**src/rtl/wb_bus_decoder_if.sv**
```systemverilog
// ---------------------------------------------------------------------------
// wb_bus_decoder_if
// Wishbone B4 pipelined master-side bus between the single master and the
// wb_bus_decoder interconnect.
//   i_wb_addr/i_wb_data/i_wb_sel/i_wb_we/i_wb_cyc/i_wb_stb : master request
//   o_wb_ack/o_wb_data/o_wb_stall/o_wb_err                 : decoder response
// Modports:
//   master : the bus master (drives the request, observes the response)
//   slave  : the decoder (observes the request, drives the response)
// ---------------------------------------------------------------------------
interface wb_bus_decoder_if #(
    parameter int AW = 32,
    parameter int DW = 32
);
    logic [AW-1:0]   i_wb_addr;
    logic [DW-1:0]   i_wb_data;
    logic [DW/8-1:0] i_wb_sel;
    logic            i_wb_we;
    logic            i_wb_cyc;
    logic            i_wb_stb;

    logic            o_wb_ack;
    logic [DW-1:0]   o_wb_data;
    logic            o_wb_stall;
    logic            o_wb_err;

    modport master (
        output i_wb_addr, i_wb_data, i_wb_sel, i_wb_we, i_wb_cyc, i_wb_stb,
        input  o_wb_ack, o_wb_data, o_wb_stall, o_wb_err
    );

    modport slave (
        input  i_wb_addr, i_wb_data, i_wb_sel, i_wb_we, i_wb_cyc, i_wb_stb,
        output o_wb_ack, o_wb_data, o_wb_stall, o_wb_err
    );
endinterface

```
**src/rtl/wb_bus_decoder.sv**
```systemverilog
// ---------------------------------------------------------------------------
// wb_bus_decoder
// Single-master Wishbone B4 pipelined interconnect routing one master to NS
// slaves. Slave k is selected when (addr & MASK_k) == BASE_k, lowest k wins.
// One transaction outstanding at a time; the slave response is registered
// and shown to the master for one cycle. Decode misses and slave errors
// return a bus error and record the faulting address.
//
// Optional feature macro: WB_BUS_DECODER_TIMEOUT_EN
//   When defined, a 16-bit watchdog counts BUSY cycles and raises a bus
//   error after TIMEOUT cycles without a slave response. When undefined no
//   counter exists and BUSY waits for the slave or for the master to abort.
//
// Ports:
//   i_clk, i_resetn   : clock, asynchronous active-low reset
//   wb (slave)        : master-side Wishbone bus (request in, response out)
//   o_wb_err_address  : address of the most recent errored transaction
//   o_s_stb[NS]       : per-slave strobe (addr/data/sel/we/cyc are
//                       broadcast to the slaves by wiring, unchanged)
//   i_s_ack/err/stall : per-slave responses
//   i_s_data[NS*DW]   : packed slave read data, slave k at [k*DW +: DW]
// ---------------------------------------------------------------------------
module wb_bus_decoder #(
    parameter int                NS         = 4,
    parameter int                AW         = 32,
    parameter int                DW         = 32,
    parameter logic [NS*AW-1:0]  SLAVE_BASE = '0,
    parameter logic [NS*AW-1:0]  SLAVE_MASK = '1,
    parameter int                TIMEOUT    = 255
) (
    input  logic             i_clk,
    input  logic             i_resetn,
    wb_bus_decoder_if.slave  wb,
    output logic [AW-1:0]    o_wb_err_address,
    output logic [NS-1:0]    o_s_stb,
    input  logic [NS-1:0]    i_s_ack,
    input  logic [NS-1:0]    i_s_err,
    input  logic [NS-1:0]    i_s_stall,
    input  logic [NS*DW-1:0] i_s_data
);
    localparam int IW = (NS > 1) ? $clog2(NS) : 1;

    typedef enum logic [1:0] {
        IDLE = 2'd0,
        BUSY = 2'd1,
        RESP = 2'd2
    } state_t;

    state_t        state_q;
    logic [IW-1:0] idx_q;
    logic [AW-1:0] req_addr_q;
    logic [AW-1:0] err_addr_q;
    logic          ack_q;
    logic          err_q;
    logic [DW-1:0] data_q;
`ifdef WB_BUS_DECODER_TIMEOUT_EN
    logic [15:0]   cnt_q;
`endif

    logic [NS-1:0] hit;
    logic          hit_any;
    logic [IW-1:0] win_d;
    logic          win_stall;
    logic          stall_d;
    logic          accept_d;
    logic          sel_ack;
    logic          sel_err;
    logic [DW-1:0] sel_data;

    // Address decode against every base/mask pair.
    always_comb begin
        hit = '0;
        for (int k = 0; k < NS; k++)
            hit[k] = ((wb.i_wb_addr & SLAVE_MASK[k*AW +: AW]) == SLAVE_BASE[k*AW +: AW]);
    end

    assign hit_any = |hit;

    // Priority pick: scanning downward lets the lowest matching slave
    // overwrite any higher one.
    always_comb begin
        win_d     = '0;
        win_stall = 1'b0;
        for (int k = NS - 1; k >= 0; k--) begin
            if (hit[k]) begin
                win_d     = IW'(k);
                win_stall = i_s_stall[k];
            end
        end
    end

    always_comb begin
        o_s_stb = '0;
        for (int k = 0; k < NS; k++)
            o_s_stb[k] = (state_q == IDLE) && wb.i_wb_cyc && wb.i_wb_stb &&
                         hit_any && (win_d == IW'(k));
    end

    // A miss never stalls: it is accepted and answered with an error.
    assign stall_d  = (state_q != IDLE) || (hit_any && win_stall);
    assign accept_d = (state_q == IDLE) && wb.i_wb_cyc && wb.i_wb_stb && !stall_d;

    // Only the latched slave's response lines are looked at.
    always_comb begin
        sel_ack  = 1'b0;
        sel_err  = 1'b0;
        sel_data = '0;
        for (int k = 0; k < NS; k++) begin
            if (idx_q == IW'(k)) begin
                sel_ack  = i_s_ack[k];
                sel_err  = i_s_err[k];
                sel_data = i_s_data[k*DW +: DW];
            end
        end
    end

    always_ff @(posedge i_clk or negedge i_resetn) begin
        if (!i_resetn) begin
            state_q    <= IDLE;
            idx_q      <= '0;
            req_addr_q <= '0;
            err_addr_q <= '0;
            ack_q      <= 1'b0;
            err_q      <= 1'b0;
            data_q     <= '0;
`ifdef WB_BUS_DECODER_TIMEOUT_EN
            cnt_q      <= '0;
`endif
        end else begin
            // Response flags and data are single-cycle pulses.
            ack_q  <= 1'b0;
            err_q  <= 1'b0;
            data_q <= '0;
            case (state_q)
                IDLE: begin
                    if (accept_d) begin
                        req_addr_q <= wb.i_wb_addr;
                        if (hit_any) begin
                            idx_q   <= win_d;
                            state_q <= BUSY;
`ifdef WB_BUS_DECODER_TIMEOUT_EN
                            cnt_q   <= '0;
`endif
                        end else begin
                            err_q      <= 1'b1;
                            err_addr_q <= wb.i_wb_addr;
                            state_q    <= RESP;
                        end
                    end
                end
                BUSY: begin
                    // Abort outranks any response; err outranks ack; a
                    // real response outranks the watchdog.
                    if (!wb.i_wb_cyc) begin
                        state_q <= IDLE;
`ifdef WB_BUS_DECODER_TIMEOUT_EN
                        cnt_q   <= '0;
`endif
                    end else if (sel_err) begin
                        err_q      <= 1'b1;
                        err_addr_q <= req_addr_q;
                        state_q    <= RESP;
                    end else if (sel_ack) begin
                        ack_q   <= 1'b1;
                        data_q  <= sel_data;
                        state_q <= RESP;
                    end
`ifdef WB_BUS_DECODER_TIMEOUT_EN
                    // Fires in the BUSY cycle whose increment would
                    // reach TIMEOUT, i.e. after TIMEOUT BUSY cycles.
                    else if (cnt_q == 16'(TIMEOUT - 1)) begin
                        err_q      <= 1'b1;
                        err_addr_q <= req_addr_q;
                        state_q    <= RESP;
                    end else begin
                        cnt_q <= cnt_q + 16'd1;
                    end
`endif
                end
                RESP: begin
                    state_q <= IDLE;
`ifdef WB_BUS_DECODER_TIMEOUT_EN
                    cnt_q   <= '0;
`endif
                end
                default: state_q <= IDLE;
            endcase
        end
    end

    assign wb.o_wb_ack   = ack_q;
    assign wb.o_wb_err   = err_q;
    assign wb.o_wb_data  = data_q;
    assign wb.o_wb_stall = stall_d;
    assign o_wb_err_address = err_addr_q;

endmodule

```
**src/flat_wrapper.sv**
```systemverilog
// flat-port wrapper written by rule: the top's interface ports become plain ports
module wb_bus_decoder_flat 
#(
    parameter int                NS         = 4,
    parameter int                AW         = 32,
    parameter int                DW         = 32,
    parameter logic [NS*AW-1:0]  SLAVE_BASE = '0,
    parameter logic [NS*AW-1:0]  SLAVE_MASK = '1,
    parameter int                TIMEOUT    = 255
)
  (i_clk, i_resetn, o_wb_err_address, o_s_stb, i_s_ack, i_s_err, i_s_stall, i_s_data, wb_i_wb_addr, wb_i_wb_data, wb_i_wb_sel, wb_i_wb_we, wb_i_wb_cyc, wb_i_wb_stb, wb_o_wb_ack, wb_o_wb_data, wb_o_wb_stall, wb_o_wb_err);
  wb_bus_decoder_if #(.AW(AW), .DW(DW)) wb_i ();
  input  logic i_clk;
  input  logic i_resetn;
  output logic [AW-1:0] o_wb_err_address;
  output logic [NS-1:0] o_s_stb;
  input  logic [NS-1:0] i_s_ack;
  input  logic [NS-1:0] i_s_err;
  input  logic [NS-1:0] i_s_stall;
  input  logic [NS*DW-1:0] i_s_data;
  input wire logic [$bits(wb_i.i_wb_addr)-1:0] wb_i_wb_addr;
  input wire logic [$bits(wb_i.i_wb_data)-1:0] wb_i_wb_data;
  input wire logic [$bits(wb_i.i_wb_sel)-1:0] wb_i_wb_sel;
  input wire logic [$bits(wb_i.i_wb_we)-1:0] wb_i_wb_we;
  input wire logic [$bits(wb_i.i_wb_cyc)-1:0] wb_i_wb_cyc;
  input wire logic [$bits(wb_i.i_wb_stb)-1:0] wb_i_wb_stb;
  output wire logic [$bits(wb_i.o_wb_ack)-1:0] wb_o_wb_ack;
  output wire logic [$bits(wb_i.o_wb_data)-1:0] wb_o_wb_data;
  output wire logic [$bits(wb_i.o_wb_stall)-1:0] wb_o_wb_stall;
  output wire logic [$bits(wb_i.o_wb_err)-1:0] wb_o_wb_err;
  assign wb_i.i_wb_addr = wb_i_wb_addr;
  assign wb_i.i_wb_data = wb_i_wb_data;
  assign wb_i.i_wb_sel = wb_i_wb_sel;
  assign wb_i.i_wb_we = wb_i_wb_we;
  assign wb_i.i_wb_cyc = wb_i_wb_cyc;
  assign wb_i.i_wb_stb = wb_i_wb_stb;
  assign wb_o_wb_ack = wb_i.o_wb_ack;
  assign wb_o_wb_data = wb_i.o_wb_data;
  assign wb_o_wb_stall = wb_i.o_wb_stall;
  assign wb_o_wb_err = wb_i.o_wb_err;
  wb_bus_decoder #(.NS(NS), .AW(AW), .DW(DW), .SLAVE_BASE(SLAVE_BASE), .SLAVE_MASK(SLAVE_MASK), .TIMEOUT(TIMEOUT)) u_core (.i_clk(i_clk), .i_resetn(i_resetn), .wb(wb_i), .o_wb_err_address(o_wb_err_address), .o_s_stb(o_s_stb), .i_s_ack(i_s_ack), .i_s_err(i_s_err), .i_s_stall(i_s_stall), .i_s_data(i_s_data));
endmodule
```
**config.mk**
```make
export PLATFORM = sky130hd
export DESIGN_NAME = wb_bus_decoder_flat
export DESIGN_NICKNAME = d
export VERILOG_FILES = /design/src/rtl/wb_bus_decoder_if.sv /design/src/rtl/wb_bus_decoder.sv /design/src/flat_wrapper.sv
export SDC_FILE = /design/constraint.sdc
export NUM_CORES = 1
export LEC_CHECK = 0
export CAP_MARGIN = 5
export CORE_AREA = 2 2 125 127
export CTS_CLUSTER_SIZE = 24
export DETAILED_ROUTE_END_ITERATION = 6
export DIE_AREA = 0 0 127 129
export PLACE_DENSITY = 0.79
export RECOVER_POWER = 25
export SETUP_SLACK_MARGIN = 0.3
export SYNTH_ARGS = -nofsm -noshare
export SYNTH_HDL_FRONTEND = slang
export SYNTH_SLANG_ARGS = --single-unit
export TNS_END_PERCENT = 20
```
**constraint.sdc**
```tcl
create_clock -name i_clk -period 2.9 [get_ports i_clk]
set_input_delay 0.58 -clock i_clk [delete_from_list [all_inputs] [get_ports i_clk]]
set_output_delay 0.58 -clock i_clk [all_outputs]
set_load 0.01 [all_outputs]
```
==> implementation parameters, run 1 <==
Parameter                              Value

Run status
  Result of the run ... complete, no violations

Logic synthesis
  Count of mapped cells out of synthesis ... about 410
  Area share of and/or/nand/nor cells after synthesis ... approximately a quarter
  Mux share of post-synthesis cell area ... 0%
  Synth cell types ... 25
  Number of enable-type register cells in the synthesized netlist ... 0
  Post-synthesis share of cell area spent on xor and xnor gates ... 0%
  Most frequently used flop master after synthesis ... sky130_fd_sc_hd__dfrtp_1
  Post-synthesis cell area ... 4400 um2
  Share of synthesized flip-flops with an asynchronous set or reset ... 100%
  Mean area per synthesized cell ... 10.7 um2
  Share of the synthesized area in compound gates (AO/OA/AOI/OAI) ... 11.6%
  Share of the yosys chip area belonging to registers ... roughly 57%
  Synth Warn # ... 0
  Number of storage elements in the synthesis netlist ... 100
  Largest family of logic cells by synthesized area ... simple AND/OR/NAND/NOR gates
  Post-Synth Adder-Cell Area ... 0%

Clock network
  Maximum buffer depth of the clock tree ... 2
  Clock-pin slew of the registers on the worst-case setup and hold paths ... 0.07 ns
  CTS tree ... built
  Number of sinks handled by clock tree synthesis ... 100
  H-tree depth ... 3
  TritonCTS buffer count ... 9
  Post-CTS Hold Buffers ... 0
  Worst skew pair latency ... between 0.3 and 0.4 ns
  Cell chosen for the clock root ... sky130_fd_sc_hd__clkbuf_16

Routing
  Vias post-DR ... roughly 4,000
  Average detailed-routed wire length per instance ... around 19 um
  Via density per instance ... ~5.5
  Initial DRT Pass Iterations ... 4
  Number of remaining DRC errors ... 0
  Post-Route WL ... between 10,000 and 15,000 um
  Remaining antenna violation count ... 0
  Detailed Route Iter0 Violations ... roughly 360

Global route
  Number of global-route vias before repair ... roughly 4,400
  Initial antenna violation count ... 0
  Largest net degree at the start of global routing ... 56
  Global-route wire length before repair ... 21,800 um
  Total global routing overflow ... 0
  Global router's overall resource usage ... 17.0%

Timing
  Time the final worst path needs with I/O delays and setup ... between 2 and 3 ns
  Slew of the pin with the lowest slew margin ... roughly 1.2 ns
  Unrepaired setup endpoints after global routing ... false
  Hold Slack ... ~0.47 ns
  Clock Skews ... ~0.012 ns
  Final-report hold violation count ... 0
  Timing-limited maximum frequency ... roughly 0.39 GHz
  Final count of negative-setup-slack endpoints ... 0
  TNS Setup ... 0 ns
  Slew HR ... between 15 and 20%
  Period Utilization, post-route ... between 80% and 90%
  Pins Over Slew Limit ... 0

Layout
  Share of cells above drive strength 1 ... 12.2%
  Net total in the final layout ... 764
  Non-Filler Cell Area, Final ... 6450 um2
  Relative area change from synthesis to final layout ... 46.7%
  Total inserted antenna cells ... 0
  Final core utilization ... between 40% and 50%

Power
  Relative contribution of the clock network to total power ... 35.3%
  Sequential Power Share ... around half
  Net switching power ... ~0.86 mW
  Internal ... around 2.5 mW
  Combinational share of power ... between 10% and 20%
  Switching Fraction ... about a quarter
  Static leakage ... roughly 2.9 nW
  Worst voltage drop across the vdd grid ... between 0.2 and 0.25 mV
  Power per unit of standard cell area ... around 520 nW/um2

Floorplanning
  Effective utilization at floorplan ... about 30%
  Y dimension of the die ... 129 um
  Num rows ... 45
  Die Wd ... 127 um
  Core Footprint ... 15,000 um2
  Number of ports placed on the die boundary ... about 280
  Die area ... between 15,000 and 20,000 um2

Worst setup path
  Reg2Reg Capture Point ... u_core.o_wb_err_address[21]$_DFFE_PN0P_
  Logic depth of the worst register-to-register path ... 6
  Startpoint of the most critical register-to-register path ... u_core.state_q[1]$_DFFE_PN0P_
  Register-to-register path setup slack ... 0.48 ns
  Worst-path fanout max ... 3
  Endpoint arrival time on the critical path ... roughly 2.0 ns
  Startpoint-to-endpoint class of the critical path ... in -> out
  Endpoint kind of the worst setup timing path ... output pin
  Category of the worst setup path launch point ... input port
  Required time reported for the critical path endpoint ... approximately 2.3 ns

Placed design
  Placed instance area ... 6080 um2
  Post-detailed-placement half-perimeter wirelength ... approximately 9000 um
  Port Buffer Count ... roughly 140
  Routability congestion estimate ... 0.798

Hold path
  Worst min-delay path category ... in -> async

Job
  Max-cap viol count ... 0
-- what timing repair did --
item                                    in CTS  in global routing
resized for setup                           36                 10
endpoints found under the setup margin       2                  2
pin swaps                                   10                  5
buffers inserted                             1                  1
-- metal layers --
layer	wire, um	vias to the layer above	global-route usage [%]	part of all wire, %
met2	6700	235	28.7	48
li1	-	1815	-	-
met4	225	0	6.79	1.6
met3	1320	25	6.32	9.5
met1	5610	2021	19.8	40
met5	0	-	0	0
-- per-stage QoR --
stage	setup WS, ns	power, mW	instances
after floorplan	0.873	1.84	413
after global placement	-0.372	2.18	726
after detailed placement	-0.339	2.20	726
after CTS	0.292	3.41	743
after global routing	0.286	3.53	744
final	0.345	3.37	744
-- power groups by stage --
| stage | clock network (mW) | registers [mW] | logic (mW) |
|---|---|---|---|
| after floorplan | 0 | 1.66 | 0.182 |
| final | 1.19 | 1.63 | 0.548 |
| after CTS | 1.24 | 1.63 | 0.551 |
| after detailed placement | 0 | 1.65 | 0.552 |
| after global placement | 0 | 1.64 | 0.539 |
| after global routing | 1.29 | 1.65 | 0.597 |
-- logic make-up (layout without fill, tap and decap cells) --
family / count (synthesis) / after routing
other: 1 / 3
buffers and inverters: 58 / 201
AND/OR/NAND/NOR: 182 / 182
flip-flops: 100 / 100
AO/OA/AOI/OAI: 70 / 70
-- flip-flops by register name, indices dropped and copies added (netlist names) --
register / count
u_core.state_q: 2
u_core.wb.o_wb_data: 32
u_core.wb.o_wb_ack: 1
u_core.wb.o_wb_err: 1
u_core.req_addr_q: 32
u_core.o_wb_err_address: 32
-- how the worst max path moves through the flow --
stage	startpoint	to	slack [ns]	depth (start not counted)
after detailed placement	wb_i_wb_addr[14]	wb_o_wb_stall	-0.34	6
after CTS	wb_i_wb_addr[7]	wb_o_wb_stall	0.29	6
final	wb_i_wb_addr[28]	o_s_stb[0]	0.35	6
after global placement	wb_i_wb_addr[22]	o_s_stb[0]	-0.37	7
after global routing	wb_i_wb_addr[28]	o_s_stb[0]	0.29	6
after floorplan	wb_i_wb_addr[30]	o_s_stb[0]	0.87	3
-- cell usage in the layout, fill, tap and decap left out, types with 10 or more instances in the layout --
master / n
sky130_fd_sc_hd__and2_1: 32
sky130_fd_sc_hd__clkdlybuf4s50_1: 110
sky130_fd_sc_hd__a41oi_1: 21
sky130_fd_sc_hd__dlygate4sd2_1: 18
sky130_fd_sc_hd__dfrtp_1: 100
sky130_fd_sc_hd__a21o_1: 22
sky130_fd_sc_hd__inv_1: 12
sky130_fd_sc_hd__buf_4: 34
sky130_fd_sc_hd__a31oi_1: 12
sky130_fd_sc_hd__o21ai_1: 10
sky130_fd_sc_hd__and4_1: 12
sky130_fd_sc_hd__nand2_1: 14
sky130_fd_sc_hd__nand4_1: 34
sky130_fd_sc_hd__nand3_1: 53
sky130_fd_sc_hd__nor4b_1: 21
-- worst max-delay path, stage by stage --
cell	delay (ns)
sky130_fd_sc_hd__clkdlybuf4s50_1	0.44
sky130_fd_sc_hd__nor4_2	0.33
sky130_fd_sc_hd__nand4_1	0.22
sky130_fd_sc_hd__nor3_2	0.15
sky130_fd_sc_hd__buf_4	0.15
sky130_fd_sc_hd__buf_6	0.09
-- synthesized netlist by cell type, drive strengths merged (3+ instances only) --
library cell,count,share of area (%)
a21o,22,3.8
a31oi,12,1.7
a41oi,21,4.2
and2,32,4.6
and4,13,2.6
buf,21,2.6
clkbuf,25,2.1
dfrtp,100,57
inv,12,1.0
nand2,14,1.2
nand3,54,6.1
nand4,34,4.8
nor3,3,0.34
nor4,8,1.1
nor4b,21,4.2
o21ai,12,1.4
-- final cells by class --
cell class	count	area, um2
clock inverter	3	18.8
multi-input combinational	255	1730
timing repair buffer	173	1640
sequential	100	2500
inverter	12	45.0
clock buffer	13	280
fill	1391	8520
tap	188	235
Power figures use the tool's default switching activity.
==> inputs of run 2 (changes only) <==
--- a/config.mk
+++ b/config.mk
@@ -10,9 +10,10 @@
 export CTS_CLUSTER_SIZE = 24
 export DETAILED_ROUTE_END_ITERATION = 6
 export DIE_AREA = 0 0 127 129
-export PLACE_DENSITY = 0.79
+export PLACE_DENSITY = 0.67
 export RECOVER_POWER = 25
 export SETUP_SLACK_MARGIN = 0.3
+export SLEW_MARGIN = 0
 export SYNTH_ARGS = -nofsm -noshare
 export SYNTH_HDL_FRONTEND = slang
 export SYNTH_SLANG_ARGS = --single-unit
==> run 2 against run 1 <==
Cell count grew 1.2%. Design area grew 0.78%. Combinational power grew 1%. Global-route usage grew 0.18 points. Critical path type unchanged. Critical endpoint unchanged. Largest cell class unchanged. Largest power group unchanged.
==> implementation parameters, run 2 (synthesized netlist as in run 1, its figures left out) <==
Parameter                              Value

Routing
  Number of remaining DRC errors ... 0 (unchanged)
  Detailed Route Iter0 Violations ... 248 (-31%)
  Average detailed-routed wire length per instance ... 18.5 um (-0.77%)
  Remaining antenna violation count ... 0 (unchanged)
  Initial DRT Pass Iterations ... 5 (+1)
  Via density per instance ... 5.45 (-1.0%)
  Post-Route WL ... 13,900 um (+0.43%)
  Vias post-DR ... 4,103 (+0.17%)

Timing
  Setup slack of the critical path after layout ... 0.362 ns (+0.0166 ns)
  Clock Skews ... 0.0103 ns (-0.00151 ns)
  Time the final worst path needs with I/O delays and setup ... 2.54 ns (-0.0166 ns)
  Unrepaired setup endpoints after global routing ... false
  Slew HR ... 5.97% (-11 points)
  TNS Setup ... 0 ns (unchanged)
  Slew of the pin with the lowest slew margin ... 1.41 ns (+0.165 ns)
  Period Utilization, post-route ... 87.5% (-0.57 points)
  Pins Over Slew Limit ... 0 (unchanged)
  Final count of negative-setup-slack endpoints ... 0 (unchanged)
  Final-report hold violation count ... 0 (unchanged)
  Timing-limited maximum frequency ... 0.394 GHz (+0.65%)

Worst setup path
  Endpoint arrival time on the critical path ... 1.96 ns (about the same)
  List of cells traversed by the critical path ... dlygate4sd2_1 -> nor4_4 -> buf_4 -> nand4_1 -> nor3_2 -> buf_4 -> buf_2
  Reg2Reg Capture Point ... u_core.o_wb_err_address[27]$_DFFE_PN0P_
  Category of the worst setup path launch point ... input port
  CP bufs+invs ... 4 (+1)
  Startpoint-to-endpoint class of the critical path ... in -> out
  Startpoint of the most critical register-to-register path ... u_core.state_q[1]$_DFFE_PN0P_
  Slowest cell on the critical path ... sky130_fd_sc_hd__nor4_4
  Family with the most delay on the worst path ... buffers and inverters
  Worst-path fanout max ... 2 (-1)
  CP most frequent cell ... sky130_fd_sc_hd__buf_4
  Required time reported for the critical path endpoint ... 2.32 ns (about the same)
  Levels on crit path ... 7 (+1)
  Register-to-register path setup slack ... 0.73 ns (+0.25 ns)
  Endpoint kind of the worst setup timing path ... output pin
  Logic depth of the worst register-to-register path ... 6 (unchanged)
  Largest stage delay on the critical path ... 0.31 ns (-0.13 ns)

Layout
  Sequential standard cell area ... 2500 um2 (unchanged)
  Relative area change from synthesis to final layout ... 47.9%
  Most frequent cells in the layout ... sky130_fd_sc_hd__clkdlybuf4s50_1, sky130_fd_sc_hd__dfrtp_1, sky130_fd_sc_hd__nand3_1
  Final Instance Count excl. Fillers ... 753 (+1.2%)
  Total inserted antenna cells ... 0 (unchanged)
  Filler cell count ... 1,427 (+2.6%)
  Combined area of the multi-input logic cells ... 1750 um2 (+1.3%)
  Share of cells above drive strength 1 ... 13.3% (+1.0 points)
  Net total in the final layout ... 774 (+1.3%)
  Commonest non-fill, non-tap cell in the layout ... sky130_fd_sc_hd__clkdlybuf4s50_1

Global route
  Total global routing overflow ... 0 (unchanged)
  Number of global-route vias before repair ... 4,193 (-3.7%)
  Largest net degree at the start of global routing ... 54 (-3.6%)
  Global router's overall resource usage ... 17.2% (+0.18 points)
  Initial antenna violation count ... 0 (unchanged)
  Global-route wire length before repair ... 21,800 um (-0.28%)

Run status
  Result of the run ... complete, no violations

Clock network
  H-tree depth ... 3 (unchanged)
  Worst skew pair latency ... 0.35 ns (about the same)
  CTS tree ... built
  Number of sinks handled by clock tree synthesis ... 100 (unchanged)
  Maximum buffer depth of the clock tree ... 2 (unchanged)
  TritonCTS buffer count ... 9 (unchanged)
  Clock-pin slew of the registers on the worst-case setup and hold paths ... 0.06 ns (about the same)
  Cell chosen for the clock root ... sky130_fd_sc_hd__clkbuf_16

Hold path
  Worst min-delay path startpoint ... u_core.req_addr_q[22]$_DFFE_PN0P_
  Hold Path Stages ... 1
  Worst min-delay path category ... reg -> reg
  Hold worst-path end ... u_core.req_addr_q[22]$_DFFE_PN0P_

Placed design
  Worst-case setup slack after placement ... -0.399 ns (-0.0593 ns)
  Number of instances in the placed design ... 734 (+1.1%)
  Routability congestion estimate ... 0.796 (-0.28%)
  Post-detailed-placement half-perimeter wirelength ... 9040 um (+0.47%)
  Port Buffer Count ... 138 (unchanged)

Power
  Static leakage ... 2.94 nW (about the same)
  Total power consumption of the routed design ... 3.39 mW (+0.51%)
  Combinational share of power ... 16.4% (about the same)
  Switching Fraction ... 25.5% (-0.063 points)
  Relative contribution of the clock network to total power ... 35.5% (+0.2 points)
  Worst voltage drop across the vdd grid ... 0.274 mV (+12%)
  Internal ... 2.52 mW (+0.60%)
  Net switching power ... 0.865 mW (+0.27%)
  Sequential Power Share ... 48.1% (-0.3 points)
  Power per unit of standard cell area ... 521 nW/um2 (-0.26%)

Floorplanning
  Die area ... 16,400 um2 (unchanged)
  Die Wd ... 127 um (unchanged)
  Core Footprint ... 15,000 um2 (unchanged)
  Effective utilization at floorplan ... 29.4% (unchanged)
  Num rows ... 45 (unchanged)
  Number of ports placed on the die boundary ... 284 (unchanged)
  Y dimension of the die ... 129 um (unchanged)

Job
  Max-cap viol count ... 0 (unchanged)
-- run 2: repair_timing --
action | 4_1_cts | 5_1_grt
hold buffers | 0 | 0
gates resized for setup | 50 | 6
buffers inserted | 1 | 3
endpoints found under the setup margin | 2 | 2
pin swaps | 12 | 8
-- run 2: routing by layer --
metal | part of all wire, % | vias up | routed length, um | global-route usage, %
met5 | 0 | - | 0 | 0
met1 | 40 | 2012 | 5600 | 21.0
met2 | 47 | 232 | 6470 | 27.3
li1 | - | 1836 | - | -
met3 | 11 | 23 | 1560 | 6.32
met4 | 2.0 | 0 | 277 | 8.08
-- run 2: layout make-up --
class,count,area share (%)
Sequential cell,100,38.5
Multi-Input combinational cell,255,26.9
Timing Repair Buffer,183,25.9
Clock buffer,13,3.85
Tap cell,188,3.62
Inverter,12,0.693
Clock inverter,2,0.539
-- run 2: worst max-delay path by stage --
stage / from / to / slack (ns)
finish: wb_i_wb_addr[5] / o_s_stb[0] / 0.36
global route: wb_i_wb_addr[5] / o_s_stb[0] / 0.31
CTS: wb_i_wb_addr[1] / o_s_stb[0] / 0.34
detailed placement: wb_i_wb_addr[30] / o_s_stb[0] / -0.40
global placement: wb_i_wb_addr[30] / o_s_stb[0] / -0.40
floorplan: wb_i_wb_addr[30] / o_s_stb[0] / 0.87
-- run 2: power by group through the flow --
| stage | combinational, mW | sequential, mW | clock [mW] |
|---|---|---|---|
| after global routing | 0.608 | 1.65 | 1.29 |
| after global placement | 0.550 | 1.64 | 0 |
| after detailed placement | 0.561 | 1.65 | 0 |
| final | 0.554 | 1.63 | 1.20 |
| after CTS | 0.556 | 1.63 | 1.24 |
| after floorplan | 0.182 | 1.66 | 0 |
-- run 2: worst reg2reg max path, delay by kind of cell (launching register included) --
family / cells / cell delay (ns)
and+or+nand+nor: 3 / 0.84
AOI/OAI and AO/OA: 1 / 0.30
buffers and inverters: 2 / 0.50
DFF: 1 / 0.39
-- run 2: through the flow --
stage / hold WS (ns) / instance area (um2) / util [%]
6_report: 0.479 / 6500 / 43.4
5_1_grt: 0.499 / 6500 / 43.4
3_5_place_dp: 0.466 / 6140 / 41.0
2_1_floorplan: 0.284 / 4410 / -
4_1_cts: 0.308 / 6450 / 43.1
3_3_place_gp: 0.459 / 6140 / 41.0
